File: src/rtl/jtsbaskt_pcm_fetch.sv
// -----------------------------------------------------------------------------
// jtsbaskt_pcm_fetch
//
// Speech-ROM fetch adapter between the VLM5030 byte address bus and an SDRAM
// ROM slot with a 16-bit data path. A current-word buffer (B0) serves byte
// reads combinationally. A one-word sequential prefetch buffer (B1) lets
// linear speech playback move to the next word without a full SDRAM
// round trip.
//
// Ports:
//   clk       system clock
//   rst_n     asynchronous active-low reset
//   flush     synchronous; drops both buffers and any SDRAM request
//   pcm_cs    VLM memory enable, requests are served only when high
//   pcm_addr  VLM byte address
//   pcm_data  byte for pcm_addr (holds the last valid byte when not ok)
//   pcm_ok    pcm_data is valid for the current pcm_addr
//   rom_addr  SDRAM word address
//   rom_cs    SDRAM request
//   rom_data  SDRAM word, byte 0 in [7:0], byte 1 in [15:8]
//   rom_ok    SDRAM data valid
// -----------------------------------------------------------------------------
`timescale 1ns/1ps

module jtsbaskt_pcm_fetch #(
    parameter int AW       = 16,
    parameter int PREFETCH = 1
) (
    input  logic          clk,
    input  logic          rst_n,
    input  logic          flush,
    input  logic          pcm_cs,
    input  logic [AW-1:0] pcm_addr,
    output logic [7:0]    pcm_data,
    output logic          pcm_ok,
    output logic [AW-2:0] rom_addr,
    output logic          rom_cs,
    input  logic [15:0]   rom_data,
    input  logic          rom_ok
);

    typedef enum logic [1:0] {
        IDLE,
        FILL,
        PROMOTE,
        PREF
    } state_t;

    state_t        state_q,   state_d;
    logic [AW-2:0] b0Tag_q,   b0Tag_d;
    logic [15:0]   b0Data_q,  b0Data_d;
    logic          b0Valid_q, b0Valid_d;
    logic [AW-2:0] b1Tag_q,   b1Tag_d;
    logic [15:0]   b1Data_q,  b1Data_d;
    logic          b1Valid_q, b1Valid_d;
    logic          romCs_q,   romCs_d;
    logic [AW-2:0] romAddr_q, romAddr_d;
    logic          armed_q,   armed_d;
    logic [7:0]    lastData_q, lastData_d;

    logic [AW-2:0] waddr;
    logic          b0Hit;
    logic          b1Hit;
    logic          accept;
    logic [7:0]    hitByte;

    assign waddr   = pcm_addr[AW-1:1];
    assign b0Hit   = b0Valid_q && (b0Tag_q == waddr);
    assign b1Hit   = b1Valid_q && (b1Tag_q == waddr);
    assign hitByte = pcm_addr[0] ? b0Data_q[15:8] : b0Data_q[7:0];

    // armed_q means rom_cs was already high with this same rom_addr on the
    // previous cycle, so rom_ok now belongs to our request and not to a
    // leftover from an earlier one.
    assign accept = romCs_q && armed_q && rom_ok;

    assign pcm_ok   = pcm_cs && b0Hit && !flush;
    assign pcm_data = pcm_ok ? hitByte : lastData_q;
    assign rom_cs   = romCs_q;
    assign rom_addr = romAddr_q;

    // Next-state logic for the buffers, SDRAM request and fetch FSM.
    // flush is applied last so it overrides every state action.
    always_comb begin
        state_d    = state_q;
        b0Tag_d    = b0Tag_q;
        b0Data_d   = b0Data_q;
        b0Valid_d  = b0Valid_q;
        b1Tag_d    = b1Tag_q;
        b1Data_d   = b1Data_q;
        b1Valid_d  = b1Valid_q;
        romCs_d    = romCs_q;
        romAddr_d  = romAddr_q;
        lastData_d = pcm_ok ? hitByte : lastData_q;

        case (state_q)
            IDLE: begin
                romCs_d = 1'b0;
                if (pcm_cs && !b0Hit) begin
                    if (b1Hit) begin
                        state_d = PROMOTE;
                    end else begin
                        state_d   = FILL;
                        romCs_d   = 1'b1;
                        romAddr_d = waddr;
                    end
                end
            end

            PROMOTE: begin
                b0Tag_d   = b1Tag_q;
                b0Data_d  = b1Data_q;
                b0Valid_d = b1Valid_q;
                b1Valid_d = 1'b0;
                state_d   = (PREFETCH != 0) ? PREF : IDLE;
            end

            FILL: begin
                // A new address from the VLM restarts the fill; the word in
                // flight for the old address is never written to B0.
                romCs_d = 1'b1;
                if (pcm_cs && (waddr != romAddr_q)) begin
                    romAddr_d = waddr;
                end else if (accept) begin
                    b0Tag_d   = romAddr_q;
                    b0Data_d  = rom_data;
                    b0Valid_d = 1'b1;
                    romCs_d   = 1'b0;
                    state_d   = (PREFETCH != 0) ? PREF : IDLE;
                end
            end

            PREF: begin
                // A demand miss wins over the prefetch. rom_cs drops for a
                // cycle so the new address appears while rom_cs is low.
                if (pcm_cs && !b0Hit) begin
                    b1Valid_d = 1'b0;
                    romCs_d   = 1'b0;
                    romAddr_d = waddr;
                    state_d   = FILL;
                end else if (accept) begin
                    b1Tag_d   = romAddr_q;
                    b1Data_d  = rom_data;
                    b1Valid_d = 1'b1;
                    romCs_d   = 1'b0;
                    state_d   = IDLE;
                end else if (!romCs_q) begin
                    romCs_d   = 1'b1;
                    romAddr_d = b0Tag_q + {{(AW-2){1'b0}}, 1'b1};
                end
            end

            default: begin
                state_d = IDLE;
                romCs_d = 1'b0;
            end
        endcase

        if (flush) begin
            b0Valid_d = 1'b0;
            b1Valid_d = 1'b0;
            romCs_d   = 1'b0;
            romAddr_d = romAddr_q;
            state_d   = IDLE;
        end

        armed_d = romCs_d && romCs_q && (romAddr_d == romAddr_q);
    end

    // State registers. Reset clears the request at once so the SDRAM slot
    // sees rom_cs fall even in the middle of a fill or prefetch.
    always_ff @(posedge clk or negedge rst_n) begin
        if (!rst_n) begin
            state_q    <= IDLE;
            b0Tag_q    <= '0;
            b0Data_q   <= '0;
            b0Valid_q  <= 1'b0;
            b1Tag_q    <= '0;
            b1Data_q   <= '0;
            b1Valid_q  <= 1'b0;
            romCs_q    <= 1'b0;
            romAddr_q  <= '0;
            armed_q    <= 1'b0;
            lastData_q <= '0;
        end else begin
            state_q    <= state_d;
            b0Tag_q    <= b0Tag_d;
            b0Data_q   <= b0Data_d;
            b0Valid_q  <= b0Valid_d;
            b1Tag_q    <= b1Tag_d;
            b1Data_q   <= b1Data_d;
            b1Valid_q  <= b1Valid_d;
            romCs_q    <= romCs_d;
            romAddr_q  <= romAddr_d;
            armed_q    <= armed_d;
            lastData_q <= lastData_d;
        end
    end

endmodule

File: config.mk
export PLATFORM = sky130hd
export DESIGN_NAME = jtsbaskt_pcm_fetch
export DESIGN_NICKNAME = d
export VERILOG_FILES = /design/src/rtl/jtsbaskt_pcm_fetch.sv
export SDC_FILE = /design/constraint.sdc
export NUM_CORES = 1
export LEC_CHECK = 0
export ABC_AREA = 1
export ABC_CLOCK_PERIOD_IN_PS = 4400
export CORE_UTILIZATION = 49
export DETAILED_ROUTE_END_ITERATION = 6
export PLACE_DENSITY = 0.7
export SLEW_MARGIN = 25
export SYNTH_ARGS = -nofsm -noshare
export SYNTH_HDL_FRONTEND = slang
export SYNTH_SLANG_ARGS = --single-unit
File: constraint.sdc
create_clock -name clk -period 4.4 [get_ports clk]
set_clock_uncertainty 0.1 [all_clocks]
set_input_delay 1.32 -clock clk [delete_from_list [all_inputs] [get_ports clk]]
set_output_delay 1.32 -clock clk [all_outputs]
set_load 0.01 [all_outputs]
==> results.md, run 1 <==
* Count of cell types in the netlist at 38
* CTS tree: done
* Sequential share of the synthesized area at between 30% and 40%
* Setup_tns at 0 ps
* Most frequent cells in the layout: nand2_1, dfrtp_1, inv_1, nand3_1, nor2_1
* Synth Instances at 957
* GRT busiest layer: met2
* Share of power burned in registers at 31.3%
* Initial drt markers at 628
* Layout cells sized above 1 at 16.8%
* Post-synth top flop: dfrtp_1
* Post-CTS Hold Buffers at 0
* Cell Area, Placed at roughly 7300 sq um
* Fin crit share at between 90% and 100%
* Root buffer cell: clkbuf_16
* Fmax at 231 MHz
* Crit path max fanout at 6
* Synth Net Count at 999
* DR WL/cell at ~16 um
* Worst-Margin Slew at 832 ps
* Drc violations at 0
* Starting Density at about half
* Vias in the first global route at 6,242
* Synthesized area at 6280 sq um
* Switching share of power at between 40% and 50%
* Outcome: completed
* Avg Cell Area, Syn at roughly 6.6 sq um
* Vias per cell at between 5 and 6
* Pwr dens at 548 nW/um^2
* Crit path launch type: input port
* Met2 Use GR at about 50%
* Max Cap Violations at 0
* Maximum vdd ir drop at 0.000361 V
* Cell chain of the critical path: buf_2 -> inv_2 -> nand2_1 -> nand2_1 -> nor2_2 -> nand2_2 -> nor2_2 -> nand2_2 -> nor3b_4 -> buf_4 -> buf_6 -> buf_6 -> o21a_1 -> buf_2
* CTS clk-pin slew, worst paths at 60 ps
* Max-slew violation count at 0
* Gpl congestion at 0.963
* Synth warnings at 0
* Largest net degree at the start of global routing at 77
* Total internal power at 2.27 mW
* Clk_lat worst skew at 350 ps
* Post-route antenna net violation count at 0
* Met1 Use GR at 42.7%
* Nets@finish at 1,096
* Drt pass-1 iters at 5
* Worst slack at placement at -610 ps
* RSZ-0062 raised after global routing: true
* Post-Layout Cell Count at 1,227
* Relative slew margins at 44.5%
* Final WS setup at ~72 ps
* Via count of the routed design at 6,638
* IO Pins at 62
* GRT Util Overall at 31.0%
* FF+latch count, synth at 91
* Post-route cell area at 7650 sq um
* Final wirelength at 19,200 um
* Slowest-stage cell, CP: nor3b_4
* Total congestion overflow at 0
* Final core utilization at 62.4%
* Clock power frac at 19.2%
* Port Buffer Count at slightly above 60
* Total power at 4.19 mW
* FFs w/ async S/R, synth at 100%
* CTS buffer count at 9
* Number of synthesized flops with an enable pin at 0
* Initial antenna violation count at 0
* H-tree Lvls at 3
* HPWL Detailed at 13,800 um
* Worst hold-check path type: reg2reg
* Fin. Hold Viols at 0
* Global-route wire length before repair at roughly 31,000 um
* WS Path Type: in2out
* CP peak stage delay at around 270 ps
* Filler cells at 1,141
* Layout Area Growth over Synthesis at 21.8%
* Tmin final at 4330 ps
* Met3 global-route usage at under 10%
* Diodes inserted at 0
* Comb pwr share at 49.5%
* Arr. time, crit path at 2910 ps
* CP Capture Type: output pin
* Crit path required time at 2980 ps
* CTS Buffer Depth at 2
* Die area at around 13,000 sq um
* Commonest non-fill, non-tap cell in the layout: nand2_1
* Clk sinks at 91
* Die height at 115 um
* Row count at 40
* Die width at 115 um
* Inst Count DP at 1,198
* WHS at 396 ps
* Final setup viols at 0
* Switching pwr at 1.92 mW
* Pleak at 3.78 nW
* Core Box Area at between 10,000 and 15,000 sq um
[state kept, by name (all words and copies together) (netlist names)]
name,count
state_q,2
b0Data_q,16
b1Tag_q,15
b0Valid_q,1
b1Valid_q,1
rom_addr,15
b1Data_q,16
rom_cs,1
armed_q,1
lastData_q,8
b0Tag_q,15
[routing by layer]
metal | vias up | part of all wire [%] | wire [um]
met3 | 41 | 7.2 | 1370
li1 | 3251 | - | -
met2 | 263 | 45 | 8650
met4 | 0 | 2.5 | 478
met5 | - | 0 | 0
met1 | 3083 | 45 | 8680
[cells in the mapped netlist (3+ instances only)]
cell | count | share of area [%]
mux2_2 | 8 | 1.4
inv_2 | 21 | 1.3
o21a_1 | 19 | 2.3
nand2_1 | 348 | 21
nor2_1 | 82 | 4.9
a21oi_2 | 5 | 0.70
o21ai_0 | 71 | 5.7
nand3_2 | 5 | 0.80
a21oi_1 | 24 | 1.9
nand4_1 | 15 | 1.5
buf_4 | 6 | 0.72
nor2_2 | 11 | 1.1
o211ai_1 | 16 | 1.9
a31oi_1 | 10 | 1.0
nand3_1 | 76 | 6.1
nand2_2 | 4 | 0.40
nand2_4 | 3 | 0.54
ha_1 | 5 | 1.0
clkbuf_1 | 18 | 1.1
dfrtp_1 | 91 | 36
inv_1 | 84 | 5.0
buf_2 | 12 | 0.96
[kinds of logic after synthesis]
family | Yosys count | synth area share [%]
compound gates | 149 | 13.9
xor+xnor | 3 | 0.419
fa+ha+maj | 5 | 0.996
buf+inv | 146 | 9.57
flops | 91 | 36.3
mux | 8 | 1.43
simple gates | 555 | 37.4
[layout make-up]
cell class,instances,area (sq um),share of cell area (%)
Tap cell,168,210,2.75
Sequential cell,91,2280,29.8
Timing Repair Buffer,125,1020,13.3
Clock inverter,5,60.1,0.785
Clock buffer,11,243,3.17
Inverter,107,402,5.25
Multi-Input combinational cell,720,3440,44.9
[power groups by stage]
| stage | clock network [mW] | logic (mW) | registers (mW) |
|---|---|---|---|
| 2_1_floorplan | 0 | 1.36 | 1.26 |
| 3_3_place_gp | 0 | 2.01 | 1.32 |
| 3_5_place_dp | 0 | 2.04 | 1.32 |
| 4_1_cts | 0.825 | 2.06 | 1.30 |
| 5_1_grt | 0.850 | 2.31 | 1.34 |
| 6_report | 0.807 | 2.07 | 1.31 |
[worst max-delay path: cells and delay by family]
kind	cells	cell delay, ps
and+or+nand+nor	7	790
AOI/OAI and AO/OA	1	130
buffers and inverters	6	660
[final timing paths]
| kind | from | endpoint | slack, ps | depth (start not counted) |
|---|---|---|---|---|
| max in group asynchronous | rst_n | b1Data_q[13]$_DFFE_PN0P_ | 2580 | 2 |
| min in group asynchronous | rst_n | b1Data_q[4]$_DFFE_PN0P_ | 890 | 1 |
| max | pcm_addr[2] | pcm_data[5] | 70 | 14 |
| min | lastData_q[7]$_DFF_PN0_ | lastData_q[7]$_DFF_PN0_ | 400 | 1 |
| min reg2reg | lastData_q[7]$_DFF_PN0_ | lastData_q[7]$_DFF_PN0_ | 400 | 1 |
| max reg2reg | b0Tag_q[0]$_DFFE_PN0P_ | armed_q$_DFF_PN0_ | 1540 | 20 |
[repair_timing]
item                                    in CTS  in global routing
cloned                                       2                  0
buffers inserted                             7                  4
endpoints found under the setup margin       9                  9
endpoints found under the hold margin        0                  0
resized for setup                           86                 20
pin swaps                                   13                 14
Power figures use the tool's default switching activity.
==> run 2: changes to the inputs <==
--- a/config.mk
+++ b/config.mk
@@ -6,8 +6,9 @@
 export NUM_CORES = 1
 export LEC_CHECK = 0
 export ABC_AREA = 1
-export ABC_CLOCK_PERIOD_IN_PS = 4400
+export ABC_CLOCK_PERIOD_IN_PS = 5400
 export CORE_UTILIZATION = 49
+export CTS_CLUSTER_DIAMETER = 200
 export DETAILED_ROUTE_END_ITERATION = 6
 export PLACE_DENSITY = 0.7
 export SLEW_MARGIN = 25
==> constraint.sdc (replaced) <==
create_clock -name clk -period 5.4 [get_ports clk]
set_clock_uncertainty 0.1 [all_clocks]
set_input_delay 1.62 -clock clk [delete_from_list [all_inputs] [get_ports clk]]
set_output_delay 1.62 -clock clk [all_outputs]
set_load 0.01 [all_outputs]
==> run 2 against run 1 <==
- clock power fell by 18%
- sequential share of layout area grew 0.12 points
- power fell by 19%
- design area fell by 0.39%
- largest cell class unchanged
==> results.md, run 2 (same netlist as run 1, synthesis figures left out) <==
* Post-Layout Cell Count at around 1,200
* Nets@finish at around 1,100
* Maximum vdd ir drop at 0.000268 V
* Core Box Area at approximately 12,000 sq um
* Vias in the first global route at 6,047
* Root buffer cell: clkbuf_16
* Share of power burned in registers at a little under a third
* CP Capture Type: output pin
* Starting Density at 51.2%
* Max-slew violation count at 0
* Regs by FF count: b0Data_q (16), b1Data_q (16)
* GRT Util Overall at 31.2%
* H-tree Lvls at 3
* Worst-Margin Slew at 873 ps
* Vias per cell at 5.41
* Comb pwr share at 48.9%
* CTS buffer count at 9
* Fmax at 190 MHz
* Clk sinks at just over 90
* Drt pass-1 iters at 5
* Fin. Hold Viols at 0
* IO Pins at between 60 and 70
* Inst Count DP at 1,191
* Max Cap Violations at 0
* Via count of the routed design at 6,573
* Largest net degree at the start of global routing at 66
* Worst slack at placement at -217 ps
* Switching pwr at 1.57 mW
* Die area at roughly 13,000 sq um
* FF+latch area at 2280 sq um
* Die height at around 120 um
* Final wirelength at 19,300 um
* Switching share of power at 46.1%
* Met2 Use GR at between 40% and 50%
* WS Path Type: in2out
* Row count at 40
* Global-route wire length before repair at 31,300 um
* Post-route antenna net violation count at 0
* Die width at 115 um
* Clk_lat worst skew at 350 ps
* Worst hold-check path type: reg2reg
* Pwr dens at 447 nW/um^2
* Initial drt markers at 649
* Tmin final at between 5000 and 6000 ps
* CTS Buffer Depth at 2
* GRT busiest layer: met2
* Port Buffer Count at 61
* Total congestion overflow at 0
* Most frequent cells in the layout: nand2_1, dfrtp_1, inv_1, nor2_1, nand3_1
* Arr. time, crit path at 3540 ps
* Outcome: completed
* Crit path max fanout at 7
* Filler cells at 1,175
* Post-CTS Hold Buffers at 0
* RSZ-0062 raised after global routing: false
* CTS tree: done
* Layout Area Growth over Synthesis at 21.3%
* Multi-input gate area at 3420 sq um
* CTS clk-pin slew, worst paths at 70 ps
* WHS at 387 ps
* Final setup viols at 0
* Commonest non-fill, non-tap cell in the layout: nand2_1
* DR WL/cell at 15.9 um
* Layout cells sized above 1 at 13.2%
* Gpl congestion at 0.954
* Met3 global-route usage at 6.11%
* Clock power frac at between 10% and 20%
* Pleak at approximately 3.8 nW
* Total internal power at 1.84 mW
* Diodes inserted at 0
* Final WS setup at 138 ps
* Crit path launch type: input port
* Crit path required time at 3680 ps
* Initial antenna violation count at 0
* Drc violations at 0
* Relative slew margins at 41.8%
* HPWL Detailed at 13,800 um
* Met1 Use GR at 43.8%
* Fin crit share at 97.5%
## run 2: critical path, cell delays in order
cell and delay, ps:
dlygate4sd2_1 280, nand2_1 90, o21ai_0 100, nor2_2 150, nand2_2 100, nor2_1 110
nand2_2 80, nor3b_4 250, buf_6 170, buf_4 120, o211ai_1 80, o21a_1 160
clkdlybuf4s15_2 230
## run 2: metal layers
metal	wire, um	vias to the layer above
met5	0	-
met4	361	0
met3	1420	26
met2	8760	282
met1	8740	3029
li1	-	3236
## run 2: power groups by stage
stage / clock [mW] / sequential, mW / combinational (mW)
6_report: 0.663 / 1.08 / 1.67
5_1_grt: 0.707 / 1.10 / 1.86
4_1_cts: 0.676 / 1.07 / 1.65
3_5_place_dp: 0 / 1.08 / 1.64
3_3_place_gp: 0 / 1.08 / 1.62
2_1_floorplan: 0 / 1.03 / 1.11
## run 2: timing repair
item,in CTS,in global routing
setup buffers,6,0
resized for setup,30,7
cloned,1,0
setup endpoints to repair,9,9
pin swaps,5,4
## run 2: per-stage QoR
| stage | utilization, % | area (sq um) | setup TNS, ps | power, mW |
|---|---|---|---|---|
| 2_1_floorplan | - | 6280 | 0 | 2.14 |
| 3_3_place_gp | 59.0 | 7230 | -1290 | 2.70 |
| 3_5_place_dp | 59.0 | 7230 | -1590 | 2.72 |
| 4_1_cts | 62.0 | 7600 | 0 | 3.40 |
| 5_1_grt | 62.1 | 7620 | 0 | 3.67 |
| 6_report | 62.1 | 7620 | 0 | 3.41 |
## run 2: final cells by class
| class | count | share of cell area, % |
|---|---|---|
| inverter | 107 | 5.27 |
| clock inverter | 6 | 0.920 |
| multi-input combinational | 720 | 44.9 |
| clock buffer | 10 | 3.14 |
| timing repair buffer | 112 | 13.1 |
| tap | 168 | 2.76 |
| sequential | 91 | 29.9 |
## run 2: worst paths after layout
path / to / slack [ps] / from / cells after the start
min in group asynchronous: b0Data_q[4]$_DFFE_PN0P_ / 1290 / rst_n / 1
max in group asynchronous: b0Data_q[15]$_DFFE_PN0P_ / 3030 / rst_n / 2
hold / removal: lastData_q[2]$_DFF_PN0_ / 390 / lastData_q[2]$_DFF_PN0_ / 1
hold reg to reg: lastData_q[2]$_DFF_PN0_ / 390 / lastData_q[2]$_DFF_PN0_ / 1
setup / recovery: pcm_data[1] / 140 / pcm_addr[14] / 13
setup reg to reg: armed_q$_DFF_PN0_ / 2330 / rom_cs$_DFF_PN0_ / 14
==> run 3: changes to the inputs <==
--- a/config.mk
+++ b/config.mk
@@ -7,10 +7,11 @@
 export LEC_CHECK = 0
 export ABC_AREA = 1
 export ABC_CLOCK_PERIOD_IN_PS = 5400
-export CORE_UTILIZATION = 49
+export CAP_MARGIN = 20
+export CORE_UTILIZATION = 45
 export CTS_CLUSTER_DIAMETER = 200
 export DETAILED_ROUTE_END_ITERATION = 6
-export PLACE_DENSITY = 0.7
+export PLACE_DENSITY = 0.65
 export SLEW_MARGIN = 25
 export SYNTH_ARGS = -nofsm -noshare
 export SYNTH_HDL_FRONTEND = slang
==> constraint.sdc (replaced) <==
create_clock -name clk -period 5.4 [get_ports clk]
set_clock_uncertainty 0.1 [all_clocks]
set_input_delay 1.62 -clock clk [delete_from_list [all_inputs] [get_ports clk]]
set_output_delay 1.62 -clock clk [all_outputs]
set_load 0.005 [all_outputs]
==> run 3 against run 2 <==
- flip-flop and latch count did not move
- wire length rose by 1.8%
- non-clock buffer count did not move
- sequential power barely moved
- via count rose by 0.64%
- critical path depth did not move
- critical path type unchanged
- critical endpoint is now pcm_data[0]
==> results.md, run 3 (same netlist as run 1, synthesis figures left out) <==
* Outcome: completed
* Share of power burned in registers at between 30 and 40%
* Port Buffer Count at 61
* Fmax at around 190 MHz
* Multi-input gate area at 3430 sq um
* Regs by FF count: b0Data_q (16), b1Data_q (16)
* FF+latch area at approximately 2300 sq um
* Slowest-stage cell, CP: nor3b_4
* Switching pwr at around 1.6 mW
* Gpl congestion at 0.918
* Vias in the first global route at 5,981
* Root buffer cell: clkbuf_16
* Starting Density at 46.9%
* Clock power frac at between 10% and 20%
* DR WL/cell at 16.1 um
* CP delay by family, top: simple AND/OR/NAND/NOR gates
* Arr. time, crit path at 3500 ps
* Crit path required time at roughly 3700 ps
* Largest net degree at the start of global routing at 62
* CTS buffer count at 9
* Pwr dens at 438 nW/um^2
* Drc violations at 0
* Diodes inserted at 0
* Total power at 3.33 mW
* Commonest non-fill, non-tap cell in the layout: nand2_1
* Inst Count DP at 1,198
* Total congestion overflow at 0
* WHS at 386 ps
* Stages on worst setup path at 13
* Worst slack at placement at -217 ps
* Post-CTS Hold Buffers at 0
* Tmin final at roughly 5200 ps
* Filler cells at 1,351
* Final WS setup at 179 ps
* Core Box Area at about 13,000 sq um
* Relative slew margins at roughly 44%
* CTS Buffer Depth at 2
* Setup_tns at 0 ps
* CP peak stage delay at ~280 ps
* GRT Util Overall at 28.7%
* Via count of the routed design at 6,615
* Cell mode on critical path: nand2_1
* Crit path max fanout at 4
* Max-slew violation count at 0
* IO Pins at 62
* Cell chain of the critical path: dlygate4sd2_1 -> nand2_1 -> nand2_1 -> nor2_4 -> nand2_1 -> nor2_2 -> nand2_2 -> nor3b_4 -> buf_6 -> buf_4 -> o211ai_1 -> o21a_1 -> dlygate4sd2_1
* Clk sinks at about 90
* Die width at 120 um
* Post-Layout Cell Count at 1,222
* CP bufs+invs at 4
* HPWL Detailed at 13,800 um
* Initial antenna violation count at 0
* Pleak at 3.81 nW
* Crit path launch type: input port
* WS Path Type: in2out
* Comb pwr share at between 40% and 50%
* Worst hold-check path type: reg2reg
* Nets@finish at 1,083
* Fin. Hold Viols at 0
* Layout Area Growth over Synthesis at 21.4%
* Initial drt markers at just under 700
* Hold depth at 1
* Max Cap Violations at 0
* Vias per cell at 5.41
* Clk_lat worst skew at ~360 ps
* Global-route wire length before repair at 31,600 um
* Layout cells sized above 1 at 13.2%
* Final wirelength at 19,600 um
* Drt pass-1 iters at 5
* Die height at 120 um
* R2R depth at 12
* Worst-Margin Slew at 839 ps
* Maximum vdd ir drop at between 0.0002 and 0.0003 V
* RSZ-0062 raised after global routing: false
* Final setup viols at 0
* CTS clk-pin slew, worst paths at 70 ps
* Die area at approximately 14,000 sq um
* CP Capture Type: output pin
* Switching share of power at 46.8%
* Row count at 42
* Most frequent cells in the layout: nand2_1, dfrtp_1, inv_1, nor2_1, nand3_1
* Post-route antenna net violation count at 0
* CTS tree: done
* Fin crit share at 96.7%
* H-tree Lvls at 3
* Total internal power at 1.77 mW
run 3: cell count changes in the layout (fill, tap and decap cells not counted), sizes merged:
cell	previous run	this run
dlymetal6s2s	5	6
dlygate4sd2	13	15
clkinvlp	0	1
clkdlybuf4s15	5	2
clkinv	4	5
inv	108	107
bufinv	1	0
run 3: area by class of cell:
class / count / area share (%)
Clock buffer: 10 / 3.00
Sequential cell: 91 / 29.9
Clock inverter: 6 / 0.657
Timing Repair Buffer: 112 / 13.3
Multi-Input combinational cell: 720 / 45.0
Inverter: 107 / 5.27
Tap cell: 176 / 2.89
run 3: per-stage QoR:
step                utilization (%)  area (sq um)
detailed placement             54.1          7250
floorplan                         -          6280
global placement               54.1          7250
finish                         56.9          7620
CTS                            56.4          7560
global route                   56.9          7620
run 3: worst paths after layout:
kind	endpoint	slack, ps	from
max	pcm_data[0]	180	pcm_addr[1]
min	lastData_q[3]$_DFF_PN0_	390	lastData_q[3]$_DFF_PN0_
max reg2reg	armed_q$_DFF_PN0_	2230	rom_cs$_DFF_PN0_
min reg2reg	lastData_q[3]$_DFF_PN0_	390	lastData_q[3]$_DFF_PN0_
max in group asynchronous	rom_addr[9]$_DFF_PN0_	3030	rst_n
min in group asynchronous	b1Data_q[5]$_DFFE_PN0P_	1220	rst_n
run 3: power groups by stage:
stage               sequential, mW  combinational, mW  clock, mW
finish                        1.08               1.64      0.619
global placement              1.09               1.60          0
detailed placement            1.09               1.60          0
global route                  1.11               1.83      0.656
CTS                           1.08               1.62      0.628
floorplan                     1.01               1.11          0
run 3: repair_timing:
item                                   CTS  global route
cloned                                   2             0
endpoints found under the hold margin    0             0
setup endpoints to repair                9             9
gates resized for setup                 24            14
setup buffers                            2             4
pin swaps                                6             4
run 3: metal layers:
layer / vias up / wire [um] / GRT usage, %
li1: 3232 / - / -
met1: 3088 / 9060 / 41.5
met2: 258 / 8590 / 42.0
met3: 37 / 1420 / 4.47
met4: 0 / 558 / 12.4
met5: - / 0 / 0
